**config.mk**
```make
export PLATFORM = sky130hd
export DESIGN_NAME = mem_dump
export DESIGN_NICKNAME = d
export VERILOG_FILES = /design/src/rtl/mem_dump.sv
export SDC_FILE = /design/constraint.sdc
export NUM_CORES = 1
export LEC_CHECK = 0
export ABC_AREA = 1
export BUFFER_PORTS_ARGS = -buffer_cell sky130_fd_sc_hd__buf_2
export CAP_MARGIN = 20
export CORE_MARGIN = 2
export CORE_UTILIZATION = 47
export DETAILED_ROUTE_END_ITERATION = 10
export PLACE_DENSITY = 0.77
export SKIP_CTS_REPAIR_TIMING = 1
export SLEW_MARGIN = 20
export SYNTH_ARGS = -nofsm -noshare
export SYNTH_HDL_FRONTEND = slang
export SYNTH_SLANG_ARGS = --single-unit
```
**constraint.sdc**
```tcl
create_clock -name clk -period 1.7 [get_ports clk]
set_input_delay 0.51 -clock clk [delete_from_list [all_inputs] [get_ports clk]]
set_output_delay 0.51 -clock clk [all_outputs]
set_load 0.005 [all_outputs]
```
**src/rtl/mem_dump.sv**
```systemverilog
`default_nettype none
// ============================================================================
//  Module      : mem_dump
//  Description : Memory readout engine. On a start pulse it sweeps an
//                inclusive address range (wrapping through the top of the
//                address space when first_addr > last_addr) through a
//                synchronous read port and streams every word, tagged with
//                its address, over a valid/ready interface.
//                Optional feature macro: MEM_DUMP_CHECKSUM_EN adds a running
//                modulo-2^INSTR_SIZE sum of all handshaked words on port
//                'checksum'.
//  Revision    : 1.0 - initial release
// ============================================================================
module mem_dump #(
    parameter int INSTR_SIZE = 12,
    parameter int ADDR_SIZE  = 5
) (
    input  logic                  clk,
    input  logic                  rst_n,
    input  logic                  start,
    input  logic [ADDR_SIZE-1:0]  first_addr,
    input  logic [ADDR_SIZE-1:0]  last_addr,
    output logic                  busy,
    output logic                  done,
    output logic                  mem_rd_en,
    output logic [ADDR_SIZE-1:0]  mem_rd_addr,
    input  logic [INSTR_SIZE-1:0] mem_rd_data,
    output logic                  out_valid,
    input  logic                  out_ready,
    output logic [ADDR_SIZE-1:0]  out_addr,
    output logic [INSTR_SIZE-1:0] out_data
`ifdef MEM_DUMP_CHECKSUM_EN
    ,
    output logic [INSTR_SIZE-1:0] checksum
`endif
);

    // ------------------------------------------------------------------------
    // State encoding
    // ------------------------------------------------------------------------
    localparam logic [2:0] c_IDLE = 3'd0;   // waiting for start
    localparam logic [2:0] c_REQ  = 3'd1;   // read strobe to memory
    localparam logic [2:0] c_LOAD = 3'd2;   // capture read data
    localparam logic [2:0] c_SEND = 3'd3;   // present word to consumer
    localparam logic [2:0] c_FIN  = 3'd4;   // one-cycle done pulse

    localparam logic [ADDR_SIZE-1:0] c_ADDR_ONE = {{(ADDR_SIZE-1){1'b0}}, 1'b1};

    // ------------------------------------------------------------------------
    // Registers and combinational controls
    // ------------------------------------------------------------------------
    logic [2:0]            r_state;
    logic [2:0]            w_state_nxt;
    logic [ADDR_SIZE-1:0]  r_cur;        // address of the word being fetched
    logic [ADDR_SIZE-1:0]  r_end;        // inclusive end of the sweep
    logic [ADDR_SIZE-1:0]  r_out_addr;
    logic [INSTR_SIZE-1:0] r_out_data;
    logic                  w_start_acc;  // start accepted this cycle
    logic                  w_handshake;  // word leaves this cycle
    logic                  w_last_word;  // current word is the final one

    // The end test is an equality, so a wrapped range (first > last) simply
    // counts through the top of the address space until it meets r_end.
    assign w_last_word = (r_cur == r_end);

    // The read address follows the sweep pointer; r_cur only moves on a
    // handshake in SEND, so it is stable whenever the strobe is high and
    // holds its last value otherwise.
    assign mem_rd_addr = r_cur;
    assign out_addr    = r_out_addr;
    assign out_data    = r_out_data;

    // State register; reset aborts any sweep in progress.
    always_ff @(posedge clk) begin
        if (!rst_n) begin
            r_state <= c_IDLE;
        end else begin
            r_state <= w_state_nxt;
        end
    end

    // Next-state and Moore/handshake outputs; busy covers REQ..SEND only so
    // that it drops in the same cycle done is raised.
    always_comb begin
        w_state_nxt = r_state;
        busy        = 1'b0;
        done        = 1'b0;
        mem_rd_en   = 1'b0;
        out_valid   = 1'b0;
        w_start_acc = 1'b0;
        w_handshake = 1'b0;
        case (r_state)
            c_IDLE: begin
                if (start) begin
                    w_start_acc = 1'b1;
                    w_state_nxt = c_REQ;
                end
            end
            c_REQ: begin
                busy        = 1'b1;
                mem_rd_en   = 1'b1;
                w_state_nxt = c_LOAD;
            end
            c_LOAD: begin
                busy        = 1'b1;
                w_state_nxt = c_SEND;
            end
            c_SEND: begin
                busy      = 1'b1;
                out_valid = 1'b1;
                if (out_ready) begin
                    w_handshake = 1'b1;
                    w_state_nxt = w_last_word ? c_FIN : c_REQ;
                end
            end
            c_FIN: begin
                done        = 1'b1;
                w_state_nxt = c_IDLE;
            end
            default: begin
                w_state_nxt = c_IDLE;
            end
        endcase
    end

    // Sweep pointer and range capture. Start outside IDLE never reaches
    // here because w_start_acc is only raised in IDLE.
    always_ff @(posedge clk) begin
        if (!rst_n) begin
            r_cur <= '0;
            r_end <= '0;
        end else if (w_start_acc) begin
            r_cur <= first_addr;
            r_end <= last_addr;
        end else if (w_handshake && !w_last_word) begin
            r_cur <= r_cur + c_ADDR_ONE;
        end
    end

    // Output word register: loaded only in LOAD, so it stays frozen for the
    // whole SEND phase regardless of how long the consumer stalls.
    always_ff @(posedge clk) begin
        if (!rst_n) begin
            r_out_addr <= '0;
            r_out_data <= '0;
        end else if (r_state == c_LOAD) begin
            r_out_addr <= r_cur;
            r_out_data <= mem_rd_data;
        end
    end

`ifdef MEM_DUMP_CHECKSUM_EN
    logic [INSTR_SIZE-1:0] r_checksum;

    // Running sum of delivered words; cleared when a new sweep is accepted
    // and otherwise held, so the final value stays readable after done.
    always_ff @(posedge clk) begin
        if (!rst_n) begin
            r_checksum <= '0;
        end else if (w_start_acc) begin
            r_checksum <= '0;
        end else if (w_handshake) begin
            r_checksum <= r_checksum + r_out_data;
        end
    end

    assign checksum = r_checksum;
`else
    // Without the checksum feature no accumulator is built.
`endif

endmodule
`default_nettype wire

```
==> impl_metrics.xml, run 1 <==
<?xml version="1.0" encoding="UTF-8"?>
<metrics>
  <group name="sta">
    <metric name="worst_slew_pin_slew" unit="ps">399</metric>
    <metric name="unrepaired_setup_endpoints_after_global_routing" unit="">false</metric>
    <metric name="fin_worst_skew" unit="ps">6.68</metric>
    <metric name="finalHoldViolations" unit="">0</metric>
    <metric name="number_of_endpoints_failing_setup_at_the_final_stage" unit="">0</metric>
    <metric name="setup-tns-final" unit="ps">0</metric>
    <metric name="count_of_pins_over_their_slew_limit" unit="">0</metric>
    <metric name="max_freq" unit="GHz">0.631</metric>
    <metric name="timing.final.crit_share" unit="">0.932</metric>
    <metric name="finalWorstPathRequiredPeriod" unit="ps">1590</metric>
    <metric name="slew_headroom" unit="">0.733</metric>
  </group>
  <group name="place">
    <metric name="gp_congestion" unit="">0.799</metric>
    <metric name="io_buffer_count" unit="">51</metric>
    <metric name="dp_hpwl" unit="µm">2130</metric>
    <metric name="numPlacedInstances" unit="">267</metric>
  </group>
  <group name="global_routing">
    <metric name="largest_net_degree_at_the_start_of_global_routing" unit="">20</metric>
    <metric name="vias_in_the_first_global_route" unit="">1139</metric>
    <metric name="grt_usage" unit="">0.183</metric>
    <metric name="number_of_antenna_violations_at_the_first_check_in_global_routing" unit="">0</metric>
    <metric name="global_route_wire_length_before_repair" unit="µm">4750</metric>
    <metric name="globalRouteOverflowTotal" unit="">0</metric>
  </group>
  <group name="synth">
    <metric name="post_synth_inst_count" unit="">190</metric>
    <metric name="synth.net_count" unit="">217</metric>
    <metric name="netlist_area" unit="µm²">1350</metric>
    <metric name="yosys_register_bits" unit="">30</metric>
    <metric name="synth.yosys.warnings" unit="">0</metric>
    <metric name="post_synth.cell_area_avg" unit="µm²">7.10</metric>
    <metric name="synth.lib_cells_used.distinct" unit="">23</metric>
    <metric name="seq_area_frac_synth" unit="">0.445</metric>
  </group>
  <group name="layout">
    <metric name="layout-area-overhead-vs-synth" unit="%">27.5</metric>
    <metric name="layout-drive-gt1-share" unit="">0.332</metric>
    <metric name="finalNonFillerCells" unit="">275</metric>
    <metric name="final_util" unit="">0.629</metric>
    <metric name="nets" unit="">270</metric>
    <metric name="insertedDiodeCount" unit="">0</metric>
    <metric name="fillers" unit="">261</metric>
  </group>
  <group name="detailed_routing">
    <metric name="drt-wirelength-per-cell" unit="µm">10.4</metric>
    <metric name="initialDrtViolationCount" unit="">41</metric>
    <metric name="final_antenna_net_count" unit="">0</metric>
    <metric name="via_per_inst" unit="">4.82</metric>
    <metric name="wl" unit="µm">2860</metric>
    <metric name="drc_violations" unit="">0</metric>
    <metric name="detailroute.via_count" unit="">1325</metric>
    <metric name="detailedRoute.firstPassIterationCount" unit="">4</metric>
  </group>
  <group name="floorplan">
    <metric name="core-area" unit="µm²">2730</metric>
    <metric name="chipWidth" unit="µm">57.6</metric>
    <metric name="die_height" unit="µm">57.6</metric>
    <metric name="io_pins" unit="">52</metric>
    <metric name="die_area" unit="µm²">3310</metric>
    <metric name="fp-row-count" unit="">19</metric>
    <metric name="floorplan.initialDensity" unit="">0.493</metric>
  </group>
  <group name="run">
    <metric name="cap_viol_max_count" unit="">0</metric>
  </group>
  <group name="setup_path">
    <metric name="timing.critical_path.arrival" unit="ps">1080</metric>
    <metric name="critPathMaxFanout" unit="">6</metric>
    <metric name="worstSetupEndpointType" unit="">primary output</metric>
    <metric name="critPathLaunchType" unit="">register</metric>
    <metric name="criticalPathCategory" unit="">reg2out</metric>
    <metric name="required" unit="ps">1190</metric>
    <metric name="rr_worst_depth" unit="">10</metric>
    <metric name="reg2reg_from" unit="">mem_rd_addr[0]$_SDFFE_PN0P_</metric>
    <metric name="startpoint" unit="">r_state[0]$_SDFFE_PN0P_</metric>
  </group>
  <group name="hold_path">
    <metric name="timing.hold.worst.start" unit="">mem_rd_data[3]</metric>
    <metric name="worst_hold_path_type" unit="">in2reg</metric>
    <metric name="hold_path_depth" unit="">3</metric>
  </group>
  <group name="cts">
    <metric name="cts_buffer_depth" unit="">2</metric>
    <metric name="worst_skew_pair.late_latency" unit="ps">320</metric>
    <metric name="cts_tree" unit="">yes</metric>
    <metric name="ctsHtreeMaxLevel" unit="">2</metric>
    <metric name="worst_setup_hold_path_clk_slew" unit="ps">100</metric>
    <metric name="cts_inserted_buffers" unit="">5</metric>
    <metric name="tritoncts_num_sinks" unit="">30</metric>
    <metric name="clk_root_buffer_cell" unit="">clkbuf_4</metric>
  </group>
  <group name="pwr">
    <metric name="ir_drop" unit="µV">801</metric>
    <metric name="p_leak" unit="nW">0.893</metric>
    <metric name="power-per-cell-area" unit="nW/µm²">1150</metric>
  </group>
  <group name="status">
    <metric name="outcome" unit="">completed</metric>
  </group>
</metrics>
[worst max-delay path, cell delays in order (launching register included)]
cell and delay (ps):
dfxtp_4 410, inv_1 70, nor3_2 140, buf_2 140
[cell type report]
class | instances | area, µm² | area share
Multi-Input combinational cell | 132 | 642 | 0.373
Clock buffer | 6 | 51.3 | 0.0298
Sequential cell | 30 | 609 | 0.354
Inverter | 20 | 75.1 | 0.0437
Tap cell | 31 | 38.8 | 0.0226
Clock inverter | 2 | 12.5 | 0.00728
Timing Repair Buffer | 54 | 290 | 0.169
[cell usage after synthesis (all sizes together)]
master | number | area, µm²
xnor2 | 1 | 8.76
nand2 | 35 | 146
nor3 | 3 | 26.3
nand3 | 9 | 55.1
clkbuf | 3 | 11.3
buf | 5 | 30.0
nor2 | 38 | 148
o21ai | 25 | 125
dfxtp | 30 | 601
nor4 | 1 | 6.26
or2 | 1 | 6.26
a21oi | 16 | 80.1
inv | 20 | 75.1
xor2 | 2 | 17.5
ha | 1 | 12.5
[report_power, final]
part | internal [W] | switching, W
combinational | 0.000267 | 0.000340
sequential | 0.000824 | 0.0000931
clock | 0.000199 | 0.000251
[metrics by stage]
step	power (W)	setup slack (ps)	instance area, µm²	hold WS [ps]
2_1_floorplan	0.00132	466	1350	444
3_3_place_gp	0.00153	348	1640	460
3_5_place_dp	0.00154	271	1640	468
4_1_cts	0.00199	-97.4	1700	389
5_1_grt	0.00213	10.1	1720	392
6_report	0.00197	115	1720	404
[cell families after synthesis]
group | after synthesis | synth area share
simple gates | 87 | 0.288
xor+xnor | 3 | 0.0195
buf+inv | 28 | 0.0863
compound gates | 41 | 0.152
fa+ha+maj | 1 | 0.00927
flops | 30 | 0.445
[placed cells by master, fill, tap and decap left out, drive strengths merged]
| cell | Yosys | routed |
|---|---|---|
| o21ai | 25 | 25 |
| nor3 | 3 | 3 |
| clkinvlp | 0 | 1 |
| a21oi | 16 | 16 |
| nand2 | 35 | 35 |
| buf | 5 | 54 |
| nor2 | 38 | 38 |
| clkbuf | 3 | 6 |
| xnor2 | 1 | 1 |
| xor2 | 2 | 2 |
| or2 | 1 | 1 |
| ha | 1 | 1 |
| nor4 | 1 | 1 |
| dfxtp | 30 | 30 |
| nand3 | 9 | 9 |
| inv | 20 | 20 |
| clkinv | 0 | 1 |
[routing by layer]
layer | GRT usage | share of wire | up-vias
li1 | - | - | 717
met3 | 0.0476 | 0.041 | 5
met2 | 0.289 | 0.47 | 24
met5 | 0 | 0 | -
met4 | 0.0797 | 0.015 | 0
met1 | 0.235 | 0.48 | 579
[flip-flops by register name, indices dropped and copies added (netlist names)]
| name | count |
|---|---|
| out_data | 12 |
| mem_rd_addr | 5 |
| out_addr | 5 |
| r_end | 5 |
| r_state | 3 |
[path summary, 6_finish.rpt]
path,end,slack (ps)
setup / recovery,mem_rd_en,110
hold reg to reg,r_end[2]$_SDFFE_PN0P_,480
hold / removal,out_data[3]$_SDFFE_PN0P_,400
setup reg to reg,mem_rd_addr[0]$_SDFFE_PN0P_,310
Note: power is estimated with default switching activity, not from simulation.
==> inputs of run 2 (changes only) <==
ABC_AREA = unset   (was 1)
PLACE_DENSITY = 0.78   (was 0.77)
==> run 2 against run 1 <==
  * Synthesized cell count down 23%
  * Critical path depth down 1
  * Final cell count down 16%
  * Die area down 3.3%
  * Total power down 24%
  * Count of clock-buffer cells in the layout up 1
  * Register-to-register slack worse by 70 ps
  * Via count down 13%
  * Global-route usage up 0.43 points
  * Largest power group unchanged
  * Routed wire length down 3.0%
  * Non-clock buffer count down 1
  * Setup slack worse by 49 ps
==> impl_metrics.xml, run 2 <==
<?xml version="1.0" encoding="UTF-8"?>
<metrics>
  <group name="sta">
    <metric name="count_of_pins_over_their_slew_limit" unit="">0</metric>
    <metric name="finalHoldViolations" unit="">0</metric>
    <metric name="fin_worst_skew" unit="ps">8.35</metric>
    <metric name="worst_slack" unit="ps">66.0</metric>
    <metric name="finalWorstPathRequiredPeriod" unit="ps">1630</metric>
    <metric name="unrepaired_setup_endpoints_after_global_routing" unit="">false</metric>
    <metric name="worst_slew_pin_slew" unit="ps">560</metric>
    <metric name="max_freq" unit="GHz">0.612</metric>
    <metric name="slew_headroom" unit="">0.626</metric>
    <metric name="number_of_endpoints_failing_setup_at_the_final_stage" unit="">0</metric>
    <metric name="holdWs" unit="ps">441</metric>
    <metric name="timing.final.crit_share" unit="">0.961</metric>
  </group>
  <group name="layout">
    <metric name="layout-drive-gt1-share" unit="">0.332</metric>
    <metric name="mostFrequentLayoutCells" unit="">buf_2, nand2_1, dfxtp_1, a21boi_0, a21oi_1</metric>
    <metric name="insertedDiodeCount" unit="">0</metric>
    <metric name="final-seq-area" unit="µm²">603</metric>
    <metric name="finalNonFillerCells" unit="">230</metric>
    <metric name="largest_reg_flops" unit="">12</metric>
    <metric name="fillers" unit="">244</metric>
    <metric name="final_util" unit="">0.605</metric>
    <metric name="multi_input_area" unit="µm²">669</metric>
    <metric name="layout-area-overhead-vs-synth" unit="%">25.0</metric>
    <metric name="nets" unit="">226</metric>
    <metric name="final_common_cell" unit="">buf_2</metric>
  </group>
  <group name="detailed_routing">
    <metric name="drc_violations" unit="">0</metric>
    <metric name="initialDrtViolationCount" unit="">26</metric>
    <metric name="detailroute.via_count" unit="">1158</metric>
    <metric name="detailedRoute.firstPassIterationCount" unit="">4</metric>
    <metric name="wl" unit="µm">2770</metric>
    <metric name="final_antenna_net_count" unit="">0</metric>
    <metric name="drt-wirelength-per-cell" unit="µm">12.1</metric>
    <metric name="via_per_inst" unit="">5.03</metric>
  </group>
  <group name="synth">
    <metric name="synth.net_count" unit="">174</metric>
    <metric name="seq_area_frac_synth" unit="">0.462</metric>
    <metric name="synthDominantAreaCellType" unit="">dfxtp_1</metric>
    <metric name="synth.lib_cells_used.distinct" unit="">25</metric>
    <metric name="dominantRegCellSynth" unit="">dfxtp_1</metric>
    <metric name="netlist_area" unit="µm²">1300</metric>
    <metric name="synth_enable_flop_cells" unit="">0</metric>
    <metric name="synthTopCellsByCount" unit="">nand2_1, dfxtp_1, a21boi_0</metric>
    <metric name="yosys_register_bits" unit="">30</metric>
    <metric name="post_synth.cell_area_avg" unit="µm²">8.85</metric>
    <metric name="netlist.area_leader.share" unit="">0.462</metric>
    <metric name="synthTopCellsByArea" unit="">dfxtp_1, nand2_1, a21boi_0</metric>
    <metric name="post_synth_inst_count" unit="">147</metric>
    <metric name="yosys.cell_count.top_type" unit="">nand2_1</metric>
    <metric name="synth.yosys.warnings" unit="">0</metric>
    <metric name="synthArstFlopShare" unit="">0</metric>
  </group>
  <group name="floorplan">
    <metric name="io_pins" unit="">52</metric>
    <metric name="die_height" unit="µm">56.6</metric>
    <metric name="chipWidth" unit="µm">56.6</metric>
    <metric name="core-area" unit="µm²">2690</metric>
    <metric name="floorplan.initialDensity" unit="">0.484</metric>
    <metric name="fp-row-count" unit="">19</metric>
    <metric name="die_area" unit="µm²">3210</metric>
  </group>
  <group name="global_routing">
    <metric name="number_of_antenna_violations_at_the_first_check_in_global_routing" unit="">0</metric>
    <metric name="global_route_wire_length_before_repair" unit="µm">4650</metric>
    <metric name="largest_net_degree_at_the_start_of_global_routing" unit="">31</metric>
    <metric name="vias_in_the_first_global_route" unit="">1131</metric>
    <metric name="grt_usage" unit="">0.187</metric>
    <metric name="globalRouteOverflowTotal" unit="">0</metric>
  </group>
  <group name="hold_path">
    <metric name="hold_path_depth" unit="">3</metric>
    <metric name="worst_hold_path_type" unit="">in2reg</metric>
  </group>
  <group name="pwr">
    <metric name="ir_drop" unit="µV">718</metric>
    <metric name="p_leak" unit="nW">0.751</metric>
    <metric name="power-per-cell-area" unit="nW/µm²">919</metric>
  </group>
  <group name="cts">
    <metric name="worst_skew_pair.late_latency" unit="ps">320</metric>
    <metric name="clk_root_buffer_cell" unit="">clkbuf_4</metric>
    <metric name="ctsHtreeMaxLevel" unit="">2</metric>
    <metric name="worst_setup_hold_path_clk_slew" unit="ps">80</metric>
    <metric name="cts_inserted_buffers" unit="">5</metric>
    <metric name="cts_tree" unit="">yes</metric>
    <metric name="cts_buffer_depth" unit="">2</metric>
    <metric name="tritoncts_num_sinks" unit="">30</metric>
  </group>
  <group name="setup_path">
    <metric name="crit_family" unit="">flip-flops</metric>
    <metric name="timing.critical_path.arrival" unit="ps">1120</metric>
    <metric name="rr_worst_depth" unit="">5</metric>
    <metric name="r2r_setup_slack" unit="ps">240</metric>
    <metric name="crit_chain" unit="">and3b_1 -&gt; buf_2</metric>
    <metric name="criticalPathCategory" unit="">reg2out</metric>
    <metric name="critical_path.endpoint" unit="">out_valid</metric>
    <metric name="crit-reg2reg-capture" unit="">r_state[0]$_SDFFE_PN0P_</metric>
    <metric name="worstSetupPathDepth" unit="">2</metric>
    <metric name="required" unit="ps">1190</metric>
    <metric name="total_buffers_and_inverters_traversed_by_the_critical_path" unit="">1</metric>
    <metric name="reg2reg_from" unit="">mem_rd_addr[1]$_SDFFE_PN0P_</metric>
    <metric name="crit_path_max_incr_delay" unit="ps">480</metric>
    <metric name="startpoint" unit="">r_state[2]$_SDFFE_PN0P_</metric>
    <metric name="timing.critical_path.slowest_stage_cell" unit="">dfxtp_1</metric>
    <metric name="critPathLaunchType" unit="">register</metric>
    <metric name="critPathMaxFanout" unit="">9</metric>
    <metric name="worstSetupEndpointType" unit="">primary output</metric>
  </group>
  <group name="status">
    <metric name="outcome" unit="">completed</metric>
  </group>
  <group name="place">
    <metric name="dp_hpwl" unit="µm">2000</metric>
    <metric name="preCtsSetupSlack" unit="ps">183</metric>
    <metric name="gp_congestion" unit="">0.803</metric>
    <metric name="numPlacedInstances" unit="">223</metric>
    <metric name="io_buffer_count" unit="">51</metric>
  </group>
  <group name="run">
    <metric name="cap_viol_max_count" unit="">0</metric>
  </group>
</metrics>
## run 2: routing by layer
metal,wire (µm),up-vias,GRT usage
met5,0,-,0
met4,45,0,0.0816
met3,149,6,0.0507
met2,1390,34,0.337
met1,1190,521,0.203
li1,-,597,-
## run 2: cell families after synthesis
family,count (synthesis),share of synthesized area
buffers and inverters,8,0.0298
multiplexers,6,0.0462
flip-flops,30,0.462
XOR/XNOR,9,0.0606
AND/OR/NAND/NOR,61,0.232
adder cells (fa/ha/maj),1,0.00961
AO/OA/AOI/OAI,32,0.161
## run 2: worst min-delay path by stage
stage | from | end
after floorplan | out_addr[4]$_SDFFE_PN0P_ | out_addr[4]$_SDFFE_PN0P_
after global placement | out_data[5]$_SDFFE_PN0P_ | out_data[5]$_SDFFE_PN0P_
after detailed placement | out_data[1]$_SDFFE_PN0P_ | out_data[1]$_SDFFE_PN0P_
after CTS | mem_rd_data[5] | out_data[5]$_SDFFE_PN0P_
after global routing | mem_rd_data[2] | out_data[2]$_SDFFE_PN0P_
final | mem_rd_data[5] | out_data[5]$_SDFFE_PN0P_
## run 2: final cells by class
type                            count  share of cell area
Multi-Input combinational cell    109               0.412
Sequential cell                    30               0.371
Timing Repair Buffer               53               0.166
Clock buffer                        7              0.0277
Tap cell                           31              0.0238
## run 2: worst register-to-register path, stage by stage (launching register included)
cell	delay [ps]
dfxtp_1	380
xor2_1	200
nor3_2	370
nand3_1	130
a21oi_1	200
nor3b_1	70
## run 2: per-stage QoR
stage	TNS, ps	power (W)	cell area [µm²]
2_1_floorplan	0	0.00101	1300
3_3_place_gp	0	0.00112	1570
3_5_place_dp	0	0.00113	1570
4_1_cts	-27.1	0.00150	1620
5_1_grt	0	0.00159	1630
6_report	0	0.00149	1630
## run 2: where the power goes
| part | leakage [nW] | internal (W) | switching [W] | total (W) |
|---|---|---|---|---|
| logic | 0.480 | 0.000143 | 0.000164 | 0.000308 |
| registers | 0.246 | 0.000759 | 0.0000543 | 0.000813 |
| clock network | 0.0254 | 0.000156 | 0.000218 | 0.000374 |
| total | 0.751 | 0.00106 | 0.000436 | 0.00149 |
==> inputs of run 3 (changes only) <==
CORE_UTILIZATION = 42   (was 47)
PLACE_DENSITY = 0.74   (was 0.78)
clock period = 1.5 ns   (was 1.7 ns; I/O delays follow)
==> run 3 against run 2 <==
  * The flow now finishes with violations (negative setup slack)
  * Sequential share of layout area shrank 2.2 points
  * Largest power group unchanged
  * Critical path type unchanged
  * Routed wire length is 0.11% lower
  * Clock power is 66% higher
  * Largest cell class unchanged
==> impl_metrics.xml, run 3 (same netlist as run 2, synthesis figures left out) <==
<?xml version="1.0" encoding="UTF-8"?>
<metrics>
  <group name="floorplan">
    <metric name="chipWidth" unit="µm">59.7</metric>
    <metric name="core-area" unit="µm²">3000</metric>
    <metric name="io_pins" unit="">52</metric>
    <metric name="fp-row-count" unit="">20</metric>
    <metric name="floorplan.initialDensity" unit="">0.433</metric>
    <metric name="die_area" unit="µm²">3560</metric>
    <metric name="die_height" unit="µm">59.7</metric>
  </group>
  <group name="global_routing">
    <metric name="global_route_wire_length_before_repair" unit="µm">4570</metric>
    <metric name="grt_usage" unit="">0.173</metric>
    <metric name="vias_in_the_first_global_route" unit="">1087</metric>
    <metric name="number_of_antenna_violations_at_the_first_check_in_global_routing" unit="">0</metric>
    <metric name="largest_net_degree_at_the_start_of_global_routing" unit="">31</metric>
    <metric name="globalRouteOverflowTotal" unit="">0</metric>
  </group>
  <group name="detailed_routing">
    <metric name="wl" unit="µm">2770</metric>
    <metric name="detailroute.via_count" unit="">1200</metric>
    <metric name="initialDrtViolationCount" unit="">32</metric>
    <metric name="via_per_inst" unit="">4.96</metric>
    <metric name="drt-wirelength-per-cell" unit="µm">11.4</metric>
    <metric name="detailedRoute.firstPassIterationCount" unit="">3</metric>
    <metric name="drc_violations" unit="">0</metric>
    <metric name="final_antenna_net_count" unit="">0</metric>
  </group>
  <group name="sta">
    <metric name="worst_slew_pin_slew" unit="ps">410</metric>
    <metric name="slew_headroom" unit="">0.727</metric>
    <metric name="max_freq" unit="GHz">0.652</metric>
    <metric name="setup-tns-final" unit="ps">-77.8</metric>
    <metric name="holdWs" unit="ps">360</metric>
    <metric name="number_of_endpoints_failing_setup_at_the_final_stage" unit="">3</metric>
    <metric name="fin_worst_skew" unit="ps">6.06</metric>
    <metric name="finalWorstPathRequiredPeriod" unit="ps">1530</metric>
    <metric name="finalHoldViolations" unit="">0</metric>
    <metric name="count_of_pins_over_their_slew_limit" unit="">0</metric>
    <metric name="unrepaired_setup_endpoints_after_global_routing" unit="">true</metric>
    <metric name="worst_slack" unit="ps">-33.1</metric>
    <metric name="timing.final.crit_share" unit="">1.02</metric>
  </group>
  <group name="setup_path">
    <metric name="critPathLaunchType" unit="">register</metric>
    <metric name="worstSetupEndpointType" unit="">primary output</metric>
    <metric name="critPathMaxFanout" unit="">6</metric>
    <metric name="required" unit="ps">1050</metric>
    <metric name="timing.critical_path.arrival" unit="ps">1080</metric>
    <metric name="criticalPathCategory" unit="">reg2out</metric>
  </group>
  <group name="place">
    <metric name="dp_hpwl" unit="µm">2040</metric>
    <metric name="gp_congestion" unit="">0.774</metric>
    <metric name="io_buffer_count" unit="">51</metric>
    <metric name="place_area" unit="µm²">1630</metric>
  </group>
  <group name="layout">
    <metric name="layout-drive-gt1-share" unit="">0.388</metric>
    <metric name="mostFrequentLayoutCells" unit="">buf_2, nand2_1, dfxtp_1, a21boi_0, buf_4</metric>
    <metric name="final_util" unit="">0.581</metric>
    <metric name="largest_reg_flops" unit="">12</metric>
    <metric name="layout-area-overhead-vs-synth" unit="%">34.1</metric>
    <metric name="insertedDiodeCount" unit="">0</metric>
    <metric name="final_common_cell" unit="">buf_2</metric>
    <metric name="fin_area" unit="µm²">1750</metric>
    <metric name="nets" unit="">235</metric>
  </group>
  <group name="pwr">
    <metric name="power_report.internal_total" unit="W">0.00142</metric>
    <metric name="clockPowerShare" unit="">0.317</metric>
    <metric name="power_switching_share" unit="">0.273</metric>
    <metric name="power-per-cell-area" unit="nW/µm²">1120</metric>
    <metric name="p_leak" unit="nW">0.822</metric>
    <metric name="total_power" unit="W">0.00195</metric>
    <metric name="power_frac_comb" unit="">0.218</metric>
    <metric name="seq_power_share" unit="">0.464</metric>
    <metric name="total_net_switching_power" unit="W">0.000533</metric>
    <metric name="ir_drop" unit="µV">982</metric>
  </group>
  <group name="status">
    <metric name="failing_checks" unit="">negative setup slack</metric>
    <metric name="outcome" unit="">finished, violations left</metric>
  </group>
  <group name="cts">
    <metric name="ctsHtreeMaxLevel" unit="">2</metric>
    <metric name="cts_inserted_buffers" unit="">5</metric>
    <metric name="cts_buffer_depth" unit="">2</metric>
    <metric name="worst_setup_hold_path_clk_slew" unit="ps">90</metric>
    <metric name="cts_tree" unit="">yes</metric>
    <metric name="clk_root_buffer_cell" unit="">clkbuf_4</metric>
    <metric name="worst_skew_pair.late_latency" unit="ps">320</metric>
    <metric name="tritoncts_num_sinks" unit="">30</metric>
  </group>
  <group name="run">
    <metric name="cap_viol_max_count" unit="">0</metric>
  </group>
  <group name="hold_path">
    <metric name="worst_hold_path_type" unit="">in2reg</metric>
  </group>
</metrics>
-- run 3: cell count changes in the layout (fill, tap and decap cells not counted), moves of 2 or more --
cell      change
buf_4         +8
clkbuf_1      -2
clkinv_2      +2
dfxtp_4       +2
-- run 3: power by group through the flow --
stage	Sequential, W	Clock, W	Combinational (W)
after floorplan	0.000928	0	0.000222
after global placement	0.000918	0	0.000412
after detailed placement	0.000920	0	0.000418
after CTS	0.000901	0.000636	0.000420
after global routing	0.000916	0.000680	0.000473
final	0.000906	0.000619	0.000427
-- run 3: final cells by class --
| type | count | area (µm²) |
|---|---|---|
| fill | 308 | 1260 |
| multi-input combinational | 109 | 676 |
| sequential | 30 | 609 |
| timing repair buffer | 62 | 342 |
| tap | 33 | 41.3 |
| clock inverter | 3 | 40.0 |
| clock buffer | 5 | 37.5 |
-- run 3: per-stage QoR --
stage	std cells	setup WS [ps]
2_1_floorplan	147	206
3_3_place_gp	233	63.5
6_report	242	-33.1
4_1_cts	241	-158
5_1_grt	242	-97.4
3_5_place_dp	233	25.2
-- run 3: worst max-delay path, stage by stage, from the launching register on --
cell     delay, ps
dfxtp_4        380
buf_6          120
and3b_1        140
buf_2          120
-- run 3: per-layer routing --
metal,wire [µm],track usage
met5,0,0
met1,1220,0.194
met4,46,0.0952
met3,154,0.0498
met2,1350,0.293
-- run 3: worst paths after layout --
| kind | start | slack [ps] | cells past startpoint | endpoint |
|---|---|---|---|---|
| max | r_state[1]$_SDFFE_PN0P_ | -30 | 3 | out_valid |
| min | mem_rd_data[7] | 360 | 3 | out_data[7]$_SDFFE_PN0P_ |
| max reg2reg | mem_rd_addr[2]$_SDFFE_PN0P_ | 140 | 6 | mem_rd_addr[1]$_SDFFE_PN0P_ |
| min reg2reg | out_addr[4]$_SDFFE_PN0P_ | 460 | 2 | out_addr[4]$_SDFFE_PN0P_ |
